$ cat config.mk
export PLATFORM = sky130hd
export DESIGN_NAME = sram_scan_ctrl
export DESIGN_NICKNAME = d
export VERILOG_FILES = /design/src/rtl/sram_scan_pkg.sv /design/src/rtl/sram_scan_shreg.sv /design/src/rtl/sram_scan_ctrl.sv
export SDC_FILE = /design/constraint.sdc
export NUM_CORES = 1
export LEC_CHECK = 0
export BUFFER_PORTS_ARGS = -buffer_cell sky130_fd_sc_hd__buf_2
export CORE_ASPECT_RATIO = 0.6
export CORE_MARGIN = 1.5
export CORE_UTILIZATION = 35
export DETAILED_ROUTE_END_ITERATION = 16
export GPL_TIMING_DRIVEN = 1
export PLACE_DENSITY_LB_ADDON = 0.05
export SLEW_MARGIN = 40
export SYNTH_ARGS = -nofsm -noshare
export SYNTH_HDL_FRONTEND = slang
export SYNTH_SLANG_ARGS = --single-unit
$ cat constraint.sdc
create_clock -name clk -period 1.65 [get_ports clk]
set_clock_uncertainty 0.15 [all_clocks]
set_input_delay 0.0825 -clock clk [delete_from_list [all_inputs] [get_ports clk]]
set_output_delay 0.0825 -clock clk [all_outputs]
set_load 0.005 [all_outputs]
$ cat src/rtl/sram_scan_pkg.sv
// -----------------------------------------------------------------------------
// sram_scan_pkg
// Shared types and frame-geometry helpers for the spram scan-chain command
// stage (sram_scan_ctrl and sram_scan_shreg).
//
// Optional feature macro: SRAM_SCAN_PARITY_EN
//   When defined, every frame carries one trailing even-parity bit (the LSB).
//
// Frame layout, MSB to LSB:
//   op[1:0] | id_sel | seg_id[1:0] | addr[ADDR_W-1:0] | data[WIDTH-1:0] | [par]
// -----------------------------------------------------------------------------
package sram_scan_pkg;

`ifdef SRAM_SCAN_PARITY_EN
  localparam int PAR_W = 1;
`else
  localparam int PAR_W = 0;
`endif

  // Default spram geometry; cmd_t is laid out for these widths.
  localparam int SRAM_WIDTH  = 32;
  localparam int SRAM_ADDR_W = 11;

  typedef enum logic [1:0] {
    OP_NOP   = 2'b00,
    OP_READ  = 2'b01,
    OP_WRITE = 2'b10,
    OP_RSVD  = 2'b11   // executes as NOP
  } op_e;

  typedef enum logic [1:0] {
    ST_IDLE  = 2'b00,
    ST_ISSUE = 2'b01,
    ST_WAIT  = 2'b10,
    ST_DONE  = 2'b11
  } state_e;

  // Frame fields at the default geometry, MSB first.
  typedef struct packed {
    op_e                    op;
    logic                   id_sel;
    logic [1:0]             seg_id;
    logic [SRAM_ADDR_W-1:0] addr;
    logic [SRAM_WIDTH-1:0]  data;
`ifdef SRAM_SCAN_PARITY_EN
    logic                   par;
`endif
  } cmd_t;

  // Total scan frame length.
  function automatic int frame_w(input int addr_w, input int width);
    return 5 + addr_w + width + PAR_W;
  endfunction

  // Field LSB offsets inside the frame.
  function automatic int data_lsb();
    return PAR_W;
  endfunction

  function automatic int addr_lsb(input int width);
    return PAR_W + width;
  endfunction

  function automatic int seg_lsb(input int addr_w, input int width);
    return addr_lsb(width) + addr_w;
  endfunction

  function automatic int id_sel_bit(input int addr_w, input int width);
    return seg_lsb(addr_w, width) + 2;
  endfunction

  function automatic int op_lsb(input int addr_w, input int width);
    return id_sel_bit(addr_w, width) + 1;
  endfunction

endpackage

$ cat src/rtl/sram_scan_shreg.sv
// -----------------------------------------------------------------------------
// sram_scan_shreg
// Scan register: serial shift-in at the LSB with parallel load. Load wins over
// shift; with neither asserted the register holds.
//
// Ports:
//   clk, rst_n   clock, asynchronous active-low reset (clears the register)
//   shift_en     shift one bit: q <= {q[W-2:0], shift_in}
//   shift_in     serial input bit
//   load_en      parallel load of load_data
//   load_data    W-bit parallel load value
//   q            current register contents (q[W-1] is the serial output)
// -----------------------------------------------------------------------------
module sram_scan_shreg #(
  parameter int W = 48
) (
  input  logic         clk,
  input  logic         rst_n,
  input  logic         shift_en,
  input  logic         shift_in,
  input  logic         load_en,
  input  logic [W-1:0] load_data,
  output logic [W-1:0] q
);

  // NOTE: this is a flop array, not a RAM macro, so every bit takes the
  // asynchronous reset; state is updated with non-blocking assignments only.
  always_ff @(posedge clk or negedge rst_n) begin
    if (!rst_n) begin
      q <= '0;
    end else if (load_en) begin
      q <= load_data;
    end else if (shift_en) begin
      q <= {q[W-2:0], shift_in};
    end
  end

endmodule

$ cat src/rtl/sram_scan_ctrl.sv
// -----------------------------------------------------------------------------
// sram_scan_ctrl
// Scan-chain command stage for spram. Frames are shifted in serially; a
// scan_update pulse in IDLE executes the frame as one single-cycle spram
// access (IDLE -> ISSUE -> WAIT -> DONE). Read data is captured in WAIT and
// placed back in the scan register (op cleared to NOP) for shift-out.
//
// Optional feature macro: SRAM_SCAN_PARITY_EN (trailing even-parity bit,
// sticky err flag, parity regenerated on read-back). Undefined: err = 0.
//
// Ports:
//   clk, rst_n       clock, asynchronous active-low reset
//   scan_en/scan_in  serial shift (IDLE only), MSB of the frame first
//   scan_update      execute the frame in the scan register (IDLE, !scan_en)
//   scan_out         scan register MSB
//   busy, done       FSM not idle / one-cycle completion pulse
//   sram_*           spram access, non-zero only in the ISSUE cycle
//   sram_rdata       spram read data, valid the cycle after sram_ren
//   err              parity error flag
// -----------------------------------------------------------------------------
module sram_scan_ctrl
  import sram_scan_pkg::*;
#(
  parameter int WIDTH  = 32,
  parameter int ADDR_W = 11
) (
  input  logic              clk,
  input  logic              rst_n,
  input  logic              scan_en,
  input  logic              scan_in,
  input  logic              scan_update,
  output logic              scan_out,
  output logic              busy,
  output logic              done,
  output logic              sram_cen,
  output logic              sram_wen,
  output logic              sram_ren,
  output logic [ADDR_W-1:0] sram_addr,
  output logic [WIDTH-1:0]  sram_wdata,
  output logic [1:0]        sram_seg_id,
  output logic              sram_id_sel,
  input  logic [WIDTH-1:0]  sram_rdata,
  output logic              err
);

  localparam int FRAME_W  = frame_w(ADDR_W, WIDTH);
  localparam int DATA_LSB = data_lsb();
  localparam int ADDR_LSB = addr_lsb(WIDTH);
  localparam int SEG_LSB  = seg_lsb(ADDR_W, WIDTH);
  localparam int ID_BIT   = id_sel_bit(ADDR_W, WIDTH);
  localparam int OP_LSB   = op_lsb(ADDR_W, WIDTH);

  state_e               state_q, state_d;
  logic [FRAME_W-1:0]   sreg, sreg_load;
  op_e                  frame_op;
  logic                 frame_ok;
  logic                 accept;
  logic                 issue_go;
  logic                 shift_en;
  logic                 load_en;

  // Command register: what the in-flight command needs after ISSUE.
  op_e                  cmd_op_q;
  logic                 cmd_ok_q;

  assign frame_op = op_e'(sreg[OP_LSB +: 2]);

`ifdef SRAM_SCAN_PARITY_EN
  assign frame_ok = ~^sreg;   // even parity over the whole frame
`else
  assign frame_ok = 1'b1;
`endif

  // An update coinciding with a shift is dropped; both are ignored when busy.
  assign accept   = (state_q == ST_IDLE) && scan_update && !scan_en;
  assign issue_go = accept && frame_ok;
  assign shift_en = (state_q == ST_IDLE) && scan_en;
  assign load_en  = (state_q == ST_WAIT) && (cmd_op_q == OP_READ) && cmd_ok_q;

  // Read-back frame: op cleared, data replaced, parity regenerated.
  always_comb begin
    sreg_load                       = sreg;
    sreg_load[OP_LSB +: 2]          = 2'b00;
    sreg_load[DATA_LSB +: WIDTH]    = sram_rdata;
`ifdef SRAM_SCAN_PARITY_EN
    sreg_load[0]                    = ^sreg_load[FRAME_W-1:1];
`endif
  end

  sram_scan_shreg #(
    .W (FRAME_W)
  ) u_shreg (
    .clk       (clk),
    .rst_n     (rst_n),
    .shift_en  (shift_en),
    .shift_in  (scan_in),
    .load_en   (load_en),
    .load_data (sreg_load),
    .q         (sreg)
  );

  assign scan_out = sreg[FRAME_W-1];

  // State register.
  always_ff @(posedge clk or negedge rst_n) begin
    if (!rst_n) state_q <= ST_IDLE;
    else        state_q <= state_d;
  end

  // Next-state logic.
  // NOTE: state_d gets its default before the case so no path leaves it
  // unassigned and no latch is inferred.
  always_comb begin
    state_d = state_q;
    case (state_q)
      ST_IDLE:  if (accept) state_d = ST_ISSUE;
      ST_ISSUE: state_d = ST_WAIT;
      ST_WAIT:  state_d = ST_DONE;
      ST_DONE:  state_d = ST_IDLE;
      default:  state_d = ST_IDLE;
    endcase
  end

  // Registered outputs and command register. The spram drive is loaded on the
  // IDLE->ISSUE edge straight from the scan register, so it is present exactly
  // during the ISSUE cycle and cleared on the following edge.
  always_ff @(posedge clk or negedge rst_n) begin
    if (!rst_n) begin
      busy        <= 1'b0;
      done        <= 1'b0;
      sram_cen    <= 1'b0;
      sram_wen    <= 1'b0;
      sram_ren    <= 1'b0;
      sram_addr   <= '0;
      sram_wdata  <= '0;
      sram_seg_id <= '0;
      sram_id_sel <= 1'b0;
      cmd_op_q    <= OP_NOP;
      cmd_ok_q    <= 1'b0;
`ifdef SRAM_SCAN_PARITY_EN
      err         <= 1'b0;
`endif
    end else begin
      busy        <= (state_d != ST_IDLE);
      done        <= (state_d == ST_DONE);
      sram_cen    <= issue_go;
      sram_wen    <= issue_go && (frame_op == OP_WRITE);
      sram_ren    <= issue_go && (frame_op == OP_READ);
      sram_addr   <= issue_go ? sreg[ADDR_LSB +: ADDR_W] : '0;
      sram_wdata  <= issue_go ? sreg[DATA_LSB +: WIDTH]  : '0;
      sram_seg_id <= issue_go ? sreg[SEG_LSB +: 2]       : '0;
      sram_id_sel <= issue_go && sreg[ID_BIT];
      if (accept) begin
        cmd_op_q <= frame_op;
        cmd_ok_q <= frame_ok;
`ifdef SRAM_SCAN_PARITY_EN
        err      <= !frame_ok;   // sticky until the next accepted update
`endif
      end
    end
  end

`ifndef SRAM_SCAN_PARITY_EN
  assign err = 1'b0;
`endif

endmodule
==> run metrics <==
Routability Congestion between 0.6 and 0.7; Die Ht between 80 and 90 um; FF+latch count, synth approximately 100; Reg area about 2600 um2; CP dominant cell by count inv_2; DRC 0; TritonCTS clock tree done; crit path DAT between 1.5 and 2 ns; Rows 29; Synth cell types 27; critical-path cell list inv_2, ha_4, buf_4, inv_2, nor2_4, mux2_1; total power 7.87 mW; Peak VDD IR 0.000537 V; minimum clock period 1.63 ns; startpoint types flop; initial antenna violation count 0; synthesized area 3990 um2; Setup Crit Path Kind flop to flop; first-pass GRT wire length 13400 um; post-synth net total around 340; WL per Instance ~14 um; clk sinks between 100 and 150; WP data required 1.72 ns; largest family of logic cells by synthesized area multiplexers; adder-cell share of the synthesized area less than 1%; vias in the first global route ~2700; unrepaired setup endpoints after global routing true; final slew viol count 0; Layout area overhead 35.2%; Max Clk Rate 0.613 GHz; Root Driver clkbuf_16; core area between 10000 and 15000 um2; H-tree lvl count 3; yosys warns 0; remaining antenna violation count 0; Worst Path Max Fanout 5; Leak 2.88 nW; # fillers around 1000; Pwr Density 1460 nW/um2; Synth area leader dfrtp_1; Tot GR Track Use about 14%; EDFF count, synth 0; io pins 90; post-synth top area share approximately two thirds; Synth async-reset ratio 100%; Max Buffers Root-to-Sink 2; Cells after Synth between 300 and 400; Chip Width approximately 140 um; mux cell area share after synthesis between 10% and 20%; worst-skew pair later-pin latency between 0.3 and 0.4 ns; layout cell share with drive strength beyond 1 31.7%; initial core utilization 36.9%; total CTS buffers 9; Worst Path Buf+Inv 3; most frequent cells after synthesis dfrtp_1 (104), and2_1 (46), nor2_1 (33); sequential share of the synthesized area roughly 65%; largest net degree at the start of global routing between 40 and 50; Die Area between 10000 and 15000 um2; n_diodes 0; # setup viols final 0; synth top area cells dfrtp_1 (65%), mux2i_1 (8.0%), and2_1 (7.2%), a21oi_1 (4.0%), mux2_4 (3.8%); compound-gate portion of the synthesized area under 10%; Slowest Stage Delay on Critical Path approximately 0.37 ns; period utilisation layout 98.8%; most common cell in the netlist dfrtp_1; Worst-path clk slew 0.07 ns; Routed WL around 7900 um; vias per std cell approximately 4.4; Final Net Count between 400 and 500; HP Class input port to asynchronous set/reset pin; number of max-cap violations 0; Hold Vio Cnt, Final 0; outcome completed; simple-gate portion of the synthesized area 13.1%; Synth Flop Type dfrtp_1; Vias approximately 2600; port bufs between 80 and 90; gr ovfl total 0; HPWL Detailed slightly above 5000 um; Crit. End Element flop; xor/xnor share of the synthesized area 0%; Crit-path slowest cell dfrtp_1; delay-heaviest family, CP flip-flops; WHS 0.0302 ns; post-synthesis area per instance 13.1 um2; iteration count of the initial detailed-routing pass 4; multi-input logic area around 1300 um2; DR iter-0 viols roughly 190
power by group:
part / switching, mW / total, mW / internal [mW] / leakage [nW]
Combinational: 0.854 / 2.05 / 1.20 / 1.40
Sequential: 0.474 / 3.75 / 3.27 / 1.34
Clock: 0.900 / 2.07 / 1.17 / 0.135
sequential cells by signal, summed over array words and instances (netlist names):
name and count:
state_q 2, sram_seg_id 2, sram_wdata 32, cmd_op_q 2
cmd_ok_q 1, u_shreg.q 48, sram_id_sel 1, done 1
sram_wen 1, sram_ren 1, busy 1, sram_addr 11
sram_cen 1
worst paths after layout:
check / from / to / slack (ns) / depth (start not counted)
setup / recovery: state_q[0] / cmd_op_q[0] / 0.02 / 6
hold / removal: rst_n / sram_wdata[28] / 0.03 / 2
setup reg to reg: state_q[0] / cmd_op_q[0] / 0.02 / 6
hold reg to reg: cmd_op_q[1] / cmd_op_q[1] / 0.35 / 1
max in group asynchronous: rst_n / u_shreg.q[5] / 0.76 / 3
min in group clk: cmd_op_q[1] / cmd_op_q[1] / 0.35 / 1
stage by stage:
| step | area, um2 | setup TNS [ns] | instances | worst slack, ns | util [%] |
|---|---|---|---|---|---|
| CTS | 5340 | -0.00629 | 576 | -0.00411 | 49.4 |
| floorplan | 4020 | -0.462 | 304 | -0.0462 | - |
| global placement | 4690 | 0 | 525 | 0.0456 | 43.4 |
| detailed placement | 4690 | 0 | 525 | 0.00695 | 43.4 |
| global route | 5390 | -0.170 | 577 | -0.0245 | 49.8 |
| finish | 5390 | 0 | 577 | 0.0193 | 49.8 |
layout make-up:
class	count	share of cell area (%)
clock buffer	10	4.25
clock inverter	5	1.09
inverter	3	0.209
multi-input combinational	178	24.5
sequential	104	48.3
tap	139	3.23
timing repair buffer	138	18.4
per-layer routing:
metal / global-route usage (%) / vias to the layer above / wire (um)
li1: - / 1262 / -
met1: 20.2 / 1224 / 4070
met2: 21.6 / 64 / 3480
met3: 4.19 / 6 / 293
met4: 4.26 / 0 / 66
met5: 0 / - / 0
timing repair:
action / CTS / global route
setup endpoints to repair: 3 / 71
hold buffers: 36 / 0
hold endpoints to repair: 140 / 0
pin swaps: 0 / 1
resized for setup: 0 / 11
setup buffers: 0 / 1
logic make-up after synthesis:
| family | after synthesis |
|---|---|
| AO/OA/AOI/OAI | 35 |
| adder cells (fa/ha/maj) | 2 |
| buffers and inverters | 22 |
| flip-flops | 104 |
| multiplexers | 48 |
| other | 1 |
| AND/OR/NAND/NOR | 92 |
layout by cell type (no fill, tap or decap), drive strengths merged:
master / instances
dfrtp: 104
buf: 102
and2: 46
dlygate4sd3: 36
nor2: 34
mux2i: 32
a21oi: 32
mux2: 16
clkbuf: 10
inv: 3
nand2: 3
or2: 2
nor4b: 2
nand3: 2
a21boi: 2
ha: 2
clkinvlp: 2
clkinv: 2
nand2b: 1
a31oi: 1
nand4b: 1
nor2b: 1
conb: 1
bufinv: 1
(Power assumes the default switching activity.)
